### src/rtl/class_arbiter.sv
// ---------------------------------------------------------------------------
// class_arbiter
//
// Egress merge of the two per-class FIFOs (class 0 / class 1) into a single
// stream. Weighted round-robin: the preferred class keeps the grant for up to
// WEIGHTk consecutive pops while the other class is eligible, and for as long
// as it likes while the other class is not. Downstream backpressure (out_full)
// stops new pops only; words already popped still drain.
//
// Timing: pop in cycle N -> FIFO data in cycle N+1 -> out/valid_out/grant
// registered at the N+1 -> N+2 edge (pop-to-valid latency of 2 cycles, one
// word per cycle sustained).
//
// Optional feature macro: CLASS_ARB_CHECK_EN
//   defined   : sticky Error flag set when a forwarded word's class bit
//               (bit DATA_SIZE-1) disagrees with the FIFO it was read from.
//   undefined : Error is tied low and no compare logic exists.
//
// Ports:
//   clk          in   single clock, all state on posedge
//   reset        in   asynchronous active-low reset
//   data0/data1  in   class FIFO read data, valid the cycle after pop_0/pop_1
//   fifo_empty0/1 in  class FIFO empty flags
//   out_full     in   downstream almost-full, blocks new pops
//   pop_0/pop_1  out  class FIFO read strobes (combinational)
//   out          out  merged data word (registered)
//   valid_out    out  out carries a new word this cycle (registered)
//   grant        out  class of the word on out (registered)
//   Error        out  sticky class-mismatch flag
// ---------------------------------------------------------------------------
module class_arbiter #(
  parameter int DATA_SIZE = 10,
  parameter int WEIGHT0   = 3,
  parameter int WEIGHT1   = 1,
  parameter int CNT_W     = 4
) (
  input  logic                 clk,
  input  logic                 reset,
  input  logic [DATA_SIZE-1:0] data0,
  input  logic [DATA_SIZE-1:0] data1,
  input  logic                 fifo_empty0,
  input  logic                 fifo_empty1,
  input  logic                 out_full,
  output logic                 pop_0,
  output logic                 pop_1,
  output logic [DATA_SIZE-1:0] out,
  output logic                 valid_out,
  output logic                 grant,
  output logic                 Error
);

  typedef enum logic [0:0] {
    SERVE0 = 1'b0,
    SERVE1 = 1'b1
  } state_t;

  localparam logic [CNT_W-1:0] W0_C  = CNT_W'(WEIGHT0);
  localparam logic [CNT_W-1:0] W1_C  = CNT_W'(WEIGHT1);
  localparam logic [CNT_W-1:0] ONE_C = CNT_W'(1);

  // FSM and burst counter
  state_t           state_r;
  state_t           state_nx_s;
  logic [CNT_W-1:0] cnt_r;
  logic [CNT_W-1:0] cnt_nx_s;

  // Eligibility seen from the currently preferred class
  logic             elig0_s;
  logic             elig1_s;
  logic             cur_elig_s;
  logic             oth_elig_s;
  logic [CNT_W-1:0] cur_w_s;
  logic             take_cur_s;
  logic             take_oth_s;

  // Pop strobes
  logic             pop0_s;
  logic             pop1_s;

  // Pipeline: pop stage and output stage
  logic                 sel_r;
  logic                 v_r;
  logic [DATA_SIZE-1:0] data_sel_s;
  logic [DATA_SIZE-1:0] out_r;
  logic                 valid_r;
  logic                 grant_r;

  // Eligibility and the current/other view of the two classes
  always_comb begin
    elig0_s    = ~fifo_empty0 & ~out_full;
    elig1_s    = ~fifo_empty1 & ~out_full;
    cur_elig_s = 1'b0;
    oth_elig_s = 1'b0;
    cur_w_s    = W0_C;
    case (state_r)
      SERVE0: begin
        cur_elig_s = elig0_s;
        oth_elig_s = elig1_s;
        cur_w_s    = W0_C;
      end
      SERVE1: begin
        cur_elig_s = elig1_s;
        oth_elig_s = elig0_s;
        cur_w_s    = W1_C;
      end
      default: begin
        cur_elig_s = 1'b0;
        oth_elig_s = 1'b0;
        cur_w_s    = W0_C;
      end
    endcase
  end

  // WRR decision: keep the current class until its burst budget is spent,
  // unless the other class has nothing to offer; otherwise hand over.
  always_comb begin
    state_nx_s = state_r;
    cnt_nx_s   = cnt_r;
    take_cur_s = 1'b0;
    take_oth_s = 1'b0;
    if (cur_elig_s && ((cnt_r < cur_w_s) || !oth_elig_s)) begin
      take_cur_s = 1'b1;
      // Saturate at the weight so a long solo run can never wrap the counter.
      if (cnt_r < cur_w_s) begin
        cnt_nx_s = cnt_r + ONE_C;
      end else begin
        cnt_nx_s = cnt_r;
      end
    end else if (oth_elig_s) begin
      take_oth_s = 1'b1;
      state_nx_s = (state_r == SERVE0) ? SERVE1 : SERVE0;
      cnt_nx_s   = ONE_C;
    end else begin
      state_nx_s = state_r;
      cnt_nx_s   = cnt_r;
    end
  end

  // Map the current/other decision onto the physical FIFO strobes
  always_comb begin
    pop0_s = 1'b0;
    pop1_s = 1'b0;
    if (reset) begin
      case (state_r)
        SERVE0: begin
          pop0_s = take_cur_s;
          pop1_s = take_oth_s;
        end
        SERVE1: begin
          pop1_s = take_cur_s;
          pop0_s = take_oth_s;
        end
        default: begin
          pop0_s = 1'b0;
          pop1_s = 1'b0;
        end
      endcase
    end else begin
      // Strobes must be quiet while reset is held, independent of FSM state.
      pop0_s = 1'b0;
      pop1_s = 1'b0;
    end
  end

  assign pop_0 = pop0_s;
  assign pop_1 = pop1_s;

  // FSM state and burst counter registers
  always_ff @(posedge clk or negedge reset) begin
    if (!reset) begin
      state_r <= SERVE0;
      cnt_r   <= '0;
    end else begin
      state_r <= state_nx_s;
      cnt_r   <= cnt_nx_s;
    end
  end

  // Pop stage: remember which FIFO was read so its data can be picked next cycle
  always_ff @(posedge clk or negedge reset) begin
    if (!reset) begin
      v_r   <= 1'b0;
      sel_r <= 1'b0;
    end else begin
      v_r <= pop0_s | pop1_s;
      if (pop0_s || pop1_s) begin
        sel_r <= pop1_s;
      end else begin
        sel_r <= sel_r;
      end
    end
  end

  // Select the FIFO whose read data is arriving this cycle
  always_comb begin
    data_sel_s = data0;
    case (sel_r)
      1'b0:    data_sel_s = data0;
      1'b1:    data_sel_s = data1;
      default: data_sel_s = data0;
    endcase
  end

  // Output stage: capture the word on valid, hold out/grant otherwise
  always_ff @(posedge clk or negedge reset) begin
    if (!reset) begin
      out_r   <= '0;
      grant_r <= 1'b0;
      valid_r <= 1'b0;
    end else begin
      valid_r <= v_r;
      if (v_r) begin
        out_r   <= data_sel_s;
        grant_r <= sel_r;
      end else begin
        out_r   <= out_r;
        grant_r <= grant_r;
      end
    end
  end

  assign out       = out_r;
  assign valid_out = valid_r;
  assign grant     = grant_r;

`ifdef CLASS_ARB_CHECK_EN
  // True when a word's embedded class bit disagrees with its source FIFO
  function automatic logic class_mismatch(input logic [DATA_SIZE-1:0] word,
                                          input logic                 cls);
    return word[DATA_SIZE-1] != cls;
  endfunction

  logic error_r;

  // Sticky mismatch flag; the offending word is still forwarded
  always_ff @(posedge clk or negedge reset) begin
    if (!reset) begin
      error_r <= 1'b0;
    end else if (v_r && class_mismatch(data_sel_s, sel_r)) begin
      error_r <= 1'b1;
    end else begin
      error_r <= error_r;
    end
  end

  assign Error = error_r;
`else
  assign Error = 1'b0;
`endif

endmodule

### config.mk
export PLATFORM = sky130hd
export DESIGN_NAME = class_arbiter
export DESIGN_NICKNAME = d
export VERILOG_FILES = /design/src/rtl/class_arbiter.sv
export SDC_FILE = /design/constraint.sdc
export NUM_CORES = 1
export LEC_CHECK = 0
export ABC_AREA = 1
export CAP_MARGIN = 20
export CORE_MARGIN = 5
export CORE_UTILIZATION = 45
export CTS_CLUSTER_DIAMETER = 60
export DETAILED_ROUTE_END_ITERATION = 12
export HOLD_SLACK_MARGIN = 0.05
export PLACE_DENSITY = 0.84
export SYNTH_ARGS = -nofsm -noshare
export SYNTH_HDL_FRONTEND = slang
export SYNTH_SLANG_ARGS = --single-unit
### constraint.sdc
create_clock -name clk -period 2.6 [get_ports clk]
set_input_delay 0.52 -clock clk [delete_from_list [all_inputs] [get_ports clk]]
set_output_delay 0.52 -clock clk [all_outputs]
set_load 0.005 [all_outputs]
# Word-level counts from Yosys, hierarchy flattened
# Index checks and enable logic that the tools add are counted.
[op_classes] n_addsub=1 n_lt_le_gt_ge=1 n_eq_ne=1 n_mux=15 bitwise_logic=9 n_reduce_logical=7
[ops] operator="$pmux W10 S2" count=1
[ops] operator="$mux W4" count=3
[ops] operator="$pmux W1 S2" count=4
[ops] operator="$pmux W4 S2" count=1
[ops] operator="$mux W1" count=6
[ops] operator="$not A1 Y1" count=6
[ops] operator="$add A4 B1 Y4 const B" count=1
[ops] operator="$lt A4 B4 Y1" count=1
[ops] operator="$reduce_and A2 Y1" count=2
[ops] operator="$and A1 B1 Y1" count=2
[ops] operator="$logic_or A1 B1 Y1" count=2
[ops] operator="$ne A2 B2 Y1 const B" count=1
[ops] operator="$reduce_bool A2 Y1" count=1
[ops] operator="$logic_and A1 B1 Y1" count=1
[ops] operator="$logic_not A1 Y1" count=1
[ops] operator="$or A1 B1 Y1" count=1
[totals] reg_bits=19

# Depth between registers and ports, before layout
[depth] ltp_word=10 depth_mapped=9

# Worst setup path before layout
# No wires, ideal clock.
[synth_path] kind="register to output" from="reg state_r" to="out pop_1" arrival_ns=1.240 slack_ns=0.840 stages_incl_launch_ff=10 path_buffers=0 path_cell_list="dfrtp_1 > ha_1 > nand2_1 > nand3_1 > inv_1 > nand2_4 > nand2_4 > nand2_2 > nand2_2 > inv_1"
[synth_between] elab_chain_cells=8
[synth_rtl] item="from (decl)" line="62" rtl="state_t state_r;"
[synth_rtl] item="from (signal assigned)" line="174" rtl="state_r <= state_nx_s;"
[synth_rtl] item="$not A1 Y1" line="95, 144"
[synth_rtl] item="$pmux W4 S2 / $pmux W1 S2 (equally long branches)" line="95" rtl="case (state_r)"
[synth_rtl] item="$lt A4 B4 Y1 / $logic_not A1 Y1 (equally long branches)" line="121" rtl="if (cur_elig_s && ((cnt_r < cur_w_s) || !oth_elig_s)) begin"
[synth_rtl] item="$logic_or A1 B1 Y1" line="121"
[synth_rtl] item="$logic_and A1 B1 Y1" line="121"
[synth_rtl] item="$mux W1" line="121"
[synth_rtl] item="$pmux W1 S2 (*)" line="144" rtl="case (state_r)"
[synth_rtl] item="$mux W1 (*)" line="143" rtl="if (reset) begin"
[synth_rtl] item="to (decl)" line="45" rtl="output logic pop_1,"
# Mark *: on every way between the ends. The rest lies on a longest branch, timed or not. The select of a mux whose other input is x is not followed.

# Final worst setup path
[layout_path] from="in fifo_empty1" to="out pop_0"
[layout_between] elab_chain_cells=9
[layout_rtl] item="from (decl)" line="42" rtl="input logic fifo_empty1,"
[layout_rtl] item="$not A1 Y1 (*)" line="91" rtl="elig1_s = ~fifo_empty1 & ~out_full;"
[layout_rtl] item="$and A1 B1 Y1 (*)" line="91"
[layout_rtl] item="$pmux W1 S2" line="95"
[layout_rtl] item="$logic_not A1 Y1" line="121"
[layout_rtl] item="$logic_or A1 B1 Y1" line="121"
[layout_rtl] item="$logic_and A1 B1 Y1" line="121"
[layout_rtl] item="$mux W1" line="121"
[layout_rtl] item="$pmux W1 S2 (*)" line="144"
[layout_rtl] item="$mux W1 (*)" line="143"
[layout_rtl] item="to (decl)" line="44" rtl="output logic pop_0,"
# Mark *: on every way between the ends. The rest lies on a longest branch, timed or not.

==> metrics.yaml <==
cts_buffer_depth: 2
yosys.area.top_type_share: 0.495
start_util: 0.479
peakVddDrop_v: 0.000571
via_per_inst: 4.98
cts_made_buffers: 3
vias: 951
yosysWarnings: 0
drv_cap: 0
io_pins: 40
drt_iter0_drc: 11
r2r_slack_ps: 950
area_growth_pct: 53.3
grt_max_degree: 24
synthesis.nets: 143
avgRoutedWirePerCell_um: 12.3
clk_pin_slew_ps: 100
relSlewSlack: 0.562
status: "finished clean"
fin_util: 0.735
stdcell_count: 191
crit_type: "in -> out"
synth.avg_cell_area_sq_um: 8.27
die-area_sq_um: 3160
nFillCells: 152
worstPathArrival_ps: 1840
die-height_um: 56.2
synthDistinctLibCells: 23
synth_ff_type: "dfrtp_1"
fmax_mhz: 423
holdWs_ps: 509
grt-ovfl-total: 0
layout.nets: 192
p_clk_frac: 0.103
switching_power_mw: 0.546
combPwrFrac: 0.509
cp_slowest_cell: "clkdlybuf4s50_1"
fin_tns_setup_ps: 0
synth_largest_area_cell: "dfrtp_1"
clock_latency_ps: 290
antenna_found_initial: 0
cts_tree: "done"
fin_crit_ps: 2360
n_antenna_cell: 0
crit_chain: "clkdlybuf4s50_1 > nor2_4 > nand2_1 > nand2_1 > nand2_2 > buf_4 > a21oi_2 > nand2_2 > inv_1 > dlymetal6s2s_1"
hpwl_um: 1740
p_leak_nw: 0.731
dp_cells: 183
synth_seq_cells: 19
power.internal_mw: 0.872
fin_crit_sh: 0.909
critical_path_peak_fanout: 3
wl_um: 2340
synthCells: 116
setup_violations: 0
crit_path_start_kind: "input port"
die_w_um: 56.2
pre_cts_slack_ps: -68.2
drtAntennaViolNets: 0
syn-cell-area_sq_um: 960
switching_share: 0.385
rows: 16
final_common_cell: "clkdlybuf4s50_1"
cts_hold_buffers: 0
grt_pass1_vias: 871
clock_sinks: 19
grt_pass1_wl_um: 3770
hold_viol_final: 0
first_pass_iters: 4
synth-async-reset-ratio: 1.00
htree_num_levels: 1
layout_common_cells: "35 x clkdlybuf4s50_1, 32 x nand2_1, 19 x dfrtp_1, 13 x nor2_1, 11 x buf_4"
gp_congestion: 0.849
slowest_delay_ps: 440
coreArea_sq_um: 2000
seq_power_share: 0.388
rsz0062_at_grt: "no"
tightest_slew_ps: 657
grt_usage: 0.151
root_buffer: "clkbuf_4"
crit_path_end_kind: "output port"
synth_edf_count: 0
drc: 0
synthTopCellsByArea: "dfrtp_1 50%, nand2_1 13%, a31oi_1 6.5%"
fin_skew_ps: 1.34
port_buffers: 38
synth-seq-area-share: 0.495
fin_ws_ps: 235
maxSlewViolCount: 0
hold_path.class: "reg -> reg"
p_per_area_nw_per_um2: 964
worst-endpoint-required_ps: 2080
drive_gt1_frac: 0.183
cell families after synthesis:
logic type | Yosys count | share of synthesized area
AND/OR/NAND/NOR | 60 | 0.278
flip-flops | 19 | 0.495
buffers and inverters | 17 | 0.0730
AO/OA/AOI/OAI | 16 | 0.115
adder cells (fa/ha/maj) | 2 | 0.0261
XOR/XNOR | 1 | 0.00913
other | 1 | 0.00391
per-layer routing:
metal  up-vias  track usage  part of all wire
met3         8       0.0487             0.087
met1       436        0.182              0.41
met5         -            0                 0
li1        461            -                 -
met4         0       0.0881             0.029
met2        46        0.232              0.48
final timing paths:
check	start	endpoint	cells past startpoint
setup / recovery	fifo_empty1	pop_0	10
hold / removal	cnt_r[3]	cnt_r[3]	2
setup reg to reg	state_r	sel_r	10
hold reg to reg	cnt_r[3]	cnt_r[3]	2
max in group asynchronous	reset	out[7]	2
min in group asynchronous	reset	state_r	2
final cells by class:
class | count | area [sq um] | area share
Tap cell | 27 | 33.8 | 0.0230
Multi-Input combinational cell | 80 | 424 | 0.288
Sequential cell | 19 | 475 | 0.323
Clock buffer | 4 | 26.3 | 0.0179
Timing Repair Buffer | 49 | 467 | 0.317
Inverter | 12 | 45.0 | 0.0306
per-stage QoR:
stage | power [mW] | instance area (sq um)
after floorplan | 0.904 | 960
after global placement | 1.21 | 1400
after detailed placement | 1.24 | 1400
after CTS | 1.39 | 1430
after global routing | 1.53 | 1470
final | 1.42 | 1470
critical path, delay by kind of cell:
kind                   cells  cell delay, ps
buffers and inverters      4             740
AO/OA/AOI/OAI              1             160
AND/OR/NAND/NOR            5             420
power groups by stage:
stage	Sequential, mW	Clock, mW	Combinational [mW]
detailed placement	0.557	0	0.682
floorplan	0.513	0	0.391
CTS	0.551	0.153	0.684
global placement	0.551	0	0.657
global route	0.569	0.162	0.795
finish	0.551	0.146	0.721
flip-flops by register name (all words and copies together) (netlist names):
register,cells
v_r,1
out,10
cnt_r,4
state_r,1
sel_r,1
grant,1
valid_out,1
cells in the mapped netlist, types with 2 or more instances:
| cell | number |
|---|---|
| a31oi_1 | 10 |
| buf_2 | 2 |
| dfrtp_1 | 19 |
| ha_1 | 2 |
| inv_1 | 10 |
| inv_2 | 2 |
| nand2_1 | 33 |
| nand2_2 | 4 |
| nand2_4 | 2 |
| nand3_1 | 5 |
| nor2_1 | 14 |
| o21ai_1 | 2 |
repair_timing:
item,CTS,global route
pin swaps,1,5
buffers inserted,1,3
setup endpoints to repair,2,2
resized for setup,1,6
Power figures use the tool's default switching activity.
